==> src/rtl/serdes_pkg.sv <==
// rtl/serdes_pkg.sv - shared lane types and FIFO read-side constants
package serdes_pkg;

    localparam int LOGIC_SIZE      = 8;
    localparam int FIFO_RD_LATENCY = 1;

    typedef logic [LOGIC_SIZE-1:0] beat_t;

endpackage

==> src/rtl/axis_fifo_reader_skid_buffer.sv <==
// rtl/axis_fifo_reader_skid_buffer.sv - circular skid buffer with occupancy count and registered valid
module skid_buffer #(
    parameter int W     = 8,
    parameter int DEPTH = 2,
    localparam int PW   = (DEPTH > 1) ? $clog2(DEPTH) : 1,
    localparam int OW   = $clog2(DEPTH + 1)
) (
    input  logic          clk,
    input  logic          rst_n,
    input  logic          push,
    input  logic [W-1:0]  push_data,
    input  logic          pop,
    output logic [W-1:0]  head_data,
    output logic          valid,
    output logic [OW-1:0] occ
);
    logic [W-1:0]  mem [DEPTH];
    logic [PW-1:0] wr_ptr;
    logic [PW-1:0] rd_ptr;
    logic [OW-1:0] occ_next;

    // pointers wrap at DEPTH, which need not be a power of two
    function automatic logic [PW-1:0] ptr_inc(input logic [PW-1:0] p);
        return (p == PW'(DEPTH - 1)) ? '0 : p + PW'(1);
    endfunction

    always_comb begin
        occ_next = occ;
        if (push && !pop)
            occ_next = occ + OW'(1);
        else if (!push && pop)
            occ_next = occ - OW'(1);
    end

    assign head_data = mem[rd_ptr];

    always_ff @(posedge clk or negedge rst_n) begin
        if (!rst_n) begin
            wr_ptr <= '0;
            rd_ptr <= '0;
            occ    <= '0;
            valid  <= 1'b0;
            for (int i = 0; i < DEPTH; i++)
                mem[i] <= '0;
        end else begin
            assert (!(push && !pop && occ == OW'(DEPTH)) && occ_next <= OW'(DEPTH));
            if (push) begin
                mem[wr_ptr] <= push_data;
                wr_ptr      <= ptr_inc(wr_ptr);
            end
            if (pop)
                rd_ptr <= ptr_inc(rd_ptr);
            occ   <= occ_next;
            valid <= (occ_next != '0);
        end
    end

endmodule

==> src/rtl/axis_fifo_reader.sv <==
// rtl/axis_fifo_reader.sv - drains the async FIFO read port into an AXI-Stream master
// Define AXIS_FIFO_READER_TLAST_EN to frame the stream with o_tlast every PKT_LEN beats.
module axis_fifo_reader
    import serdes_pkg::FIFO_RD_LATENCY;
#(
    parameter int LOGIC_SIZE = serdes_pkg::LOGIC_SIZE,
    parameter int SKID_DEPTH = 2,
    parameter int PKT_LEN    = 16
) (
    input  logic                  i_clk,
    input  logic                  i_rst_n,
    output logic                  o_rr,
    input  logic                  i_rempty,
    input  logic [LOGIC_SIZE-1:0] i_rdata,
    output logic                  o_tvalid,
    output logic [LOGIC_SIZE-1:0] o_tdata,
    input  logic                  i_tready,
`ifdef AXIS_FIFO_READER_TLAST_EN
    output logic                  o_tlast,
`endif
    output logic [31:0]           o_beats
);
    localparam int OW = $clog2(SKID_DEPTH + 1);

    logic [OW-1:0]              occ;
    logic [FIFO_RD_LATENCY-1:0] rd_pipe;
    logic                       inflight;
    logic                       pop;
    logic                       xfer;
    logic [OW:0]                in_use;

    assign inflight = rd_pipe[FIFO_RD_LATENCY-1];
    assign xfer     = o_tvalid && i_tready;

    // beats held or already requested, less the one leaving this cycle; kept combinational
    // from i_tready so a draining buffer can be refilled every cycle
    assign in_use = {1'b0, occ} + {{OW{1'b0}}, inflight} - {{OW{1'b0}}, xfer};
    assign o_rr   = !i_rempty && (in_use < (OW+1)'(SKID_DEPTH));
    assign pop    = o_rr && !i_rempty;

    always_ff @(posedge i_clk or negedge i_rst_n) begin
        if (!i_rst_n) begin
            rd_pipe <= '0;
            o_beats <= '0;
        end else begin
            rd_pipe <= FIFO_RD_LATENCY'(pop);
            if (xfer)
                o_beats <= o_beats + 32'd1;
        end
    end

    skid_buffer #(
        .W     (LOGIC_SIZE),
        .DEPTH (SKID_DEPTH)
    ) u_skid (
        .clk       (i_clk),
        .rst_n     (i_rst_n),
        .push      (inflight),
        .push_data (i_rdata),
        .pop       (xfer),
        .head_data (o_tdata),
        .valid     (o_tvalid),
        .occ       (occ)
    );

`ifdef AXIS_FIFO_READER_TLAST_EN
    localparam int CW = $clog2(PKT_LEN + 1);

    logic [CW-1:0] beat_cnt;

    // counter only moves on xfer, so o_tlast is stable for the beat at the head
    assign o_tlast = o_tvalid && (beat_cnt == CW'(PKT_LEN - 1));

    always_ff @(posedge i_clk or negedge i_rst_n) begin
        if (!i_rst_n)
            beat_cnt <= '0;
        else if (xfer)
            beat_cnt <= o_tlast ? '0 : beat_cnt + CW'(1);
    end
`else
    logic unused_pkt_len;
    assign unused_pkt_len = (PKT_LEN == 0);
`endif

endmodule
==> config.mk <==
export PLATFORM = sky130hd
export DESIGN_NAME = axis_fifo_reader
export DESIGN_NICKNAME = d
export VERILOG_FILES = /design/src/rtl/serdes_pkg.sv /design/src/rtl/axis_fifo_reader_skid_buffer.sv /design/src/rtl/axis_fifo_reader.sv
export SDC_FILE = /design/constraint.sdc
export NUM_CORES = 1
export LEC_CHECK = 0
export BUFFER_PORTS_ARGS = -buffer_cell sky130_fd_sc_hd__buf_2
export CAP_MARGIN = 30
export CORE_AREA = 8 8 94 96
export DETAILED_ROUTE_END_ITERATION = 10
export DIE_AREA = 0 0 102 104
export PLACE_DENSITY = 0.66
export SYNTH_ARGS = -nofsm -noshare
export SYNTH_HDL_FRONTEND = slang
export SYNTH_SLANG_ARGS = --single-unit
==> constraint.sdc <==
create_clock -name i_clk -period 3.3 [get_ports i_clk]
set_clock_uncertainty 0.05 [all_clocks]
set_input_delay 0.33 -clock i_clk [delete_from_list [all_inputs] [get_ports i_clk]]
set_output_delay 0.33 -clock i_clk [all_outputs]
set_load 0.02 [all_outputs]
==> results of run 1 <==
## final cells by class
class | instances | area, um^2
Inverter | 3 | 11.26
Multi-Input combinational cell | 135 | 1077
Tap cell | 102 | 127.6
Fill cell | 731 | 4516
Clock buffer | 7 | 86.33
Timing Repair Buffer | 54 | 272.8
Clock inverter | 1 | 5.005
Sequential cell | 54 | 1351
## sequential cells by signal, indices dropped and copies added, names as in the netlist
signal and flops:
o_beats 32, u_skid.mem 16, inflight 1, u_skid.wr_ptr 1
u_skid.valid 1, u_skid.occ 2, u_skid.rd_ptr 1
## cell families (layout without fill, tap and decap cells)
| family | count (synthesis) | count (layout) |
|---|---|---|
| AOI/OAI and AO/OA | 1 | 1 |
| and+or+nand+nor | 70 | 70 |
| muxes | 25 | 25 |
| adders and majority gates | 2 | 2 |
| xor gates and xnor gates | 37 | 37 |
| buffers and inverters | 11 | 65 |
| DFF | 54 | 54 |
## report_power, final
part | leakage, uW | total, uW | internal (uW) | switching [uW]
Combinational | 0.000714 | 698 | 345 | 353
Clock | 0.0000482 | 376 | 170 | 206
Sequential | 0.000680 | 980 | 832 | 147
## stage by stage
stage                     setup WS (ns)  hold slack, ns  total power, uW  utilization [%]  instances
final                            0.5973         0.08441             2053            39.36        356
after CTS                        0.5554          0.1120             2097            39.36        356
after global routing             0.3542          0.1482             2202            39.36        356
after floorplan                  0.6619        -0.01559             1487                -        200
after detailed placement         0.9232          0.4092             1704            38.14        348
after global placement           0.9376          0.4066             1689            38.14        348
## cell usage after synthesis, drive strengths merged (2+ instances only)
cell type / number
nand3: 11
xnor2: 13
buf: 2
and3: 3
clkbuf: 6
dfrtp: 54
and4: 2
nand4: 8
nor3: 4
inv: 3
xor2: 24
or2: 3
nor4: 12
nor2: 7
nand2: 12
or4: 2
mux2: 25
## worst paths after layout
| path | end | slack [ns] | depth (start not counted) |
|---|---|---|---|
| hold / removal | o_beats[27] | 0.08 | 1 |
| setup reg to reg | o_beats[22] | 1.25 | 5 |
| max in group asynchronous | o_beats[3] | 2.36 | 2 |
| setup / recovery | o_rr | 0.60 | 7 |
| min in group i_clk | inflight | 0.15 | 2 |
| hold reg to reg | o_beats[31] | 0.41 | 1 |
## metal layers
| layer | track usage, % | wire [um] |
|---|---|---|
| met1 | 13.05 | 2389 |
| met4 | 2.833 | 58 |
| met5 | 0 | 0 |
| met2 | 15.33 | 2199 |
| met3 | 3.614 | 293 |
==> results.cfg, run 1 <==
[routing]
vias_per_cell = 4.657
drtPass1Iterations = 4
dr_total_vias = 1658
post-route-drc-count = 0
ant_nets = 0
drt_iter0_markers = 37
wl_per_cell_um = 13.88
drt-total-wl_um = 4940

[floorplan]
die_h_um = 104
row_count = 32
dieArea_mm2 = 0.01061
initial_core_util_pct = 33.28
ios = 54
die_w_um = 102
coreArea_mm2 = 0.007447

[clock_network]
numCtsBuffers = 5
cts.sinks = 54
clock_latency_ns = 0.30
postCtsSetupRepairBufs = 0
cts_root_buffer = clkbuf_8
clock_path_buffers = 2
ctsHoldBuffers = 0
cts_tree = yes
path_clk_slew_ns = 0.09
h-tree-depth = 2
cts_resized = 0

[synth]
yosys.cell_types.count = 32
synth-compound-area-share_pct = 0.2524
synth.area.mux_share_pct = 11.36
async_flop_share_pct = 100.0
yosysTopAreaCell = dfrtp_1
synth-seq-cells = 54
seq_area_frac_synth_pct = 54.52
synthAdderAreaFrac_pct = 1.312
yosysTopAreaCellShare_pct = 54.52
syn-num-nets = 214
avgSynthCellArea_um2 = 12.39
synth_top_family_by_area = simple AND/OR/NAND/NOR gates
synthSimpleGateAreaFrac_pct = 17.47
synthTopCellsByArea = dfrtp_1, mux2_2, xor2_1
synth_flop_cell = dfrtp_1
synth.cell_area_mm2 = 0.002479
syn_inst = 200
synthXorXnorAreaFrac_pct = 13.07
ys_warn_count = 0
synth-edff-count = 0

[global_route]
grt_pass1_vias = 1758
grt_max_degree = 40
grt_overflow = 0
antenna_found_initial = 0
grt_pass1_wl_um = 8728
grt_usage_pct = 10.09

[status]
status = finished, final reports clean

[cells_and_area]
nets = 267
num_antenna_cells = 0
final_cell_area_mm2 = 0.002932
areaGrowthSynthToFinish_pct = 18.27
final_layout_size_suffix_gt1_share_pct = 38.58
final_cell_mix = dfrtp_1, buf_2, mux2_2
final_common_cell = dfrtp_1

[worst_setup_path]
cp_data_arrival_time_ns = 2.32
start_kind = flop
worstSetupPathType = reg2out
critPathMaxStageDelay_ns = 0.44
cp-end-kind = output pin
critPathBufInv = 1
timing.rr.start = o_beats[0]
cp_max_fo = 6
cp_slowest_cell = dfrtp_1
critical_path.top_delay_family = simple AND/OR/NAND/NOR gates
cp.required_ns = 2.92
setup.worst_path.start = u_skid.valid
crit_chain = and2_2, xnor2_1, nand2b_1, fa_1, xor2_1, nor3b_1, buf_2

[place]
place_hpwl_um = 3668
placed_cell_area_mm2 = 0.002840
io_buffers = 53
place.gp.congestion = 0.7176

[hold_path]
worst_hold_path_type = in2async

[sta]
rsz0062_at_grt = false
setup_viol = 0
tightest_slew_ns = 0.8630
hold_viol = 0
fin_crit_sh_pct = 81.90
tns_ns = 0
finalCriticalPeriod_ns = 2.703
relSlewSlack_pct = 42.47
slew_violations = 0
max_freq_mhz = 370.0

[job]
maxCapViolations = 0

[power_and_ir_drop]
leakagePower_uw = 0.001442
ir_drop_v = 0.0003857
power_density_mw_per_mm2 = 700.3
No activity file was read; power rests on OpenSTA's default activity.
==> inputs of run 2 (changes only) <==
- PLACE_DENSITY: 0.66 -> 0.68
- clock period: 3.3 -> 2.3 ns (I/O delays scaled with it)
==> run 2 against run 1 <==
- sequential power up 45%
- register-to-register slack worse by 0.99 ns
- first-iteration DRC count down 46%
- utilization up 1.5 points
- via count up 2.2%
- combinational power up 65%
- highest routed layer unchanged
- hold slack worse by 0.028 ns
- global-route usage up 0.38 points
- non-clock buffer count up 8
- wire length up 7.1%
- the run now ends with negative setup slack left
==> results.cfg, run 2 (same netlist as run 1, synthesis figures left out) <==
[worst_setup_path]
cp_max_fo = 2
reg2reg_to = o_beats[19]
cp_data_arrival_time_ns = 2.03
worstSetupPathType = reg2out
cp-end-kind = output pin
timing.rr.start = u_skid.valid
reg2reg_depth = 5
setup.worst_path.start = u_skid.valid
cp.required_ns = 2.02
cp-endpoint = o_rr
start_kind = flop
ff2ff_setup_slack_ns = 0.26

[cells_and_area]
final_cell_mix = dfrtp_1, buf_2, mux2_2
final_layout_size_suffix_gt1_share_pct = 42.15
final_common_cell = dfrtp_1
num_antenna_cells = 0
final_cell_area_mm2 = 0.003045
final_cell_count_no_fill = 363
areaGrowthSynthToFinish_pct = 22.87
final_util_pct = 40.89
regMostFlops = o_beats
nets = 275
multiInputGateArea_mm2 = 0.001126
regArea_mm2 = 0.001353
reg.largest.list = o_beats x32, u_skid.mem x16, u_skid.occ x2
fillers = 758
largest_reg_flops = 32

[global_route]
antenna_found_initial = 0
grt_pass1_vias = 1810
grt_pass1_wl_um = 8983
grt_usage_pct = 10.47
grt_overflow = 0
grt_max_degree = 25

[sta]
fin_crit_sh_pct = 100.4
max_freq_mhz = 432.9
tightest_slew_ns = 0.4501
rsz0062_at_grt = true
tns_ns = -0.009951
relSlewSlack_pct = 69.99
setup_viol = 1
hold_viol = 0
fin_ws_ns = -0.009951
slew_violations = 0
finalCriticalPeriod_ns = 2.310

[clock_network]
cts_root_buffer = clkbuf_8
h-tree-depth = 2
cts_tree = yes
cts.sinks = 54
numCtsBuffers = 5
clock_latency_ns = 0.30
path_clk_slew_ns = 0.09
clock_path_buffers = 2

[job]
maxCapViolations = 0

[hold_path]
worst_hold_path_type = in2reg

[place]
place_inst = 354
io_buffers = 53
placed_cell_area_mm2 = 0.002892
place.gp.congestion = 0.7502
place_hpwl_um = 3933

[floorplan]
die_h_um = 104
row_count = 32
coreArea_mm2 = 0.007447
dieArea_mm2 = 0.01061
ios = 54
die_w_um = 102
initial_core_util_pct = 33.28

[status]
status = complete, but fails checks
failed_checks = negative setup slack

[power_and_ir_drop]
ir_drop_v = 0.0006567
leakagePower_uw = 0.001496
power_density_mw_per_mm2 = 1017

[routing]
dr_total_vias = 1695
drt-total-wl_um = 5289
ant_nets = 0
vias_per_cell = 4.669
wl_per_cell_um = 14.57
post-route-drc-count = 0
drtPass1Iterations = 4
drt_iter0_markers = 20
run 2: cell type report:
cell class,count,area share [%]
flip-flops and latches,54,44.41
multi-input cells,135,36.98
repair buffers,62,11.22
well taps,102,4.191
clock buffers,7,2.835
inverters,3,0.3698
run 2: power breakdown:
part           leakage [uW]  total, uW  switching, uW  internal, uW
registers          0.000679       1420            225          1200
logic              0.000772       1150            558           597
clock network     0.0000443        524            284           240
run 2: worst min path at each step:
stage | to | slack, ns | cells after the start | from
6_report | inflight | 0.06 | 2 | i_rempty
5_1_grt | inflight | 0.04 | 2 | i_rempty
4_1_cts | inflight | 0.05 | 2 | i_rempty
3_5_place_dp | o_beats[12] | 0.02 | 1 | i_rst_n
3_3_place_gp | o_beats[12] | 0.02 | 1 | i_rst_n
2_1_floorplan | inflight | -0.12 | 0 | i_rst_n
run 2: routing by layer:
metal,part of all wire (%),wire length [um],GRT usage (%)
met1,43,2299,13.00
met5,0,0,0
met2,48,2543,16.35
met4,1.5,81,3.882
met3,6.9,365,3.414
run 2: worst max-delay path, cell delays in order, from the launching register on:
cell and delay (ns):
dfrtp_2 0.41, and2_4 0.16, xnor2_4 0.13, nand2b_4 0.15
fa_2 0.35, xor2_2 0.17, nor3b_4 0.23, buf_6 0.15
run 2: metrics by stage:
step                      hold WS, ns  total power [uW]  worst slack [ns]
after floorplan               -0.1156              2143          0.004056
after global placement        0.02497              2457            0.1507
after detailed placement      0.02471              2500            0.1551
after CTS                     0.04527              3124          -0.02838
after global routing          0.04276              3308           -0.1092
final                         0.05626              3098         -0.009951
run 2: what timing repair did:
action | 4_1_cts | 5_1_grt
buffers inserted | 1 | 0
hold buffers | 1 | 0
endpoints found under the hold margin | 6 | 0
endpoints found under the setup margin | 1 | 1
pin swaps | 4 | 2
gates resized for setup | 8 | 1
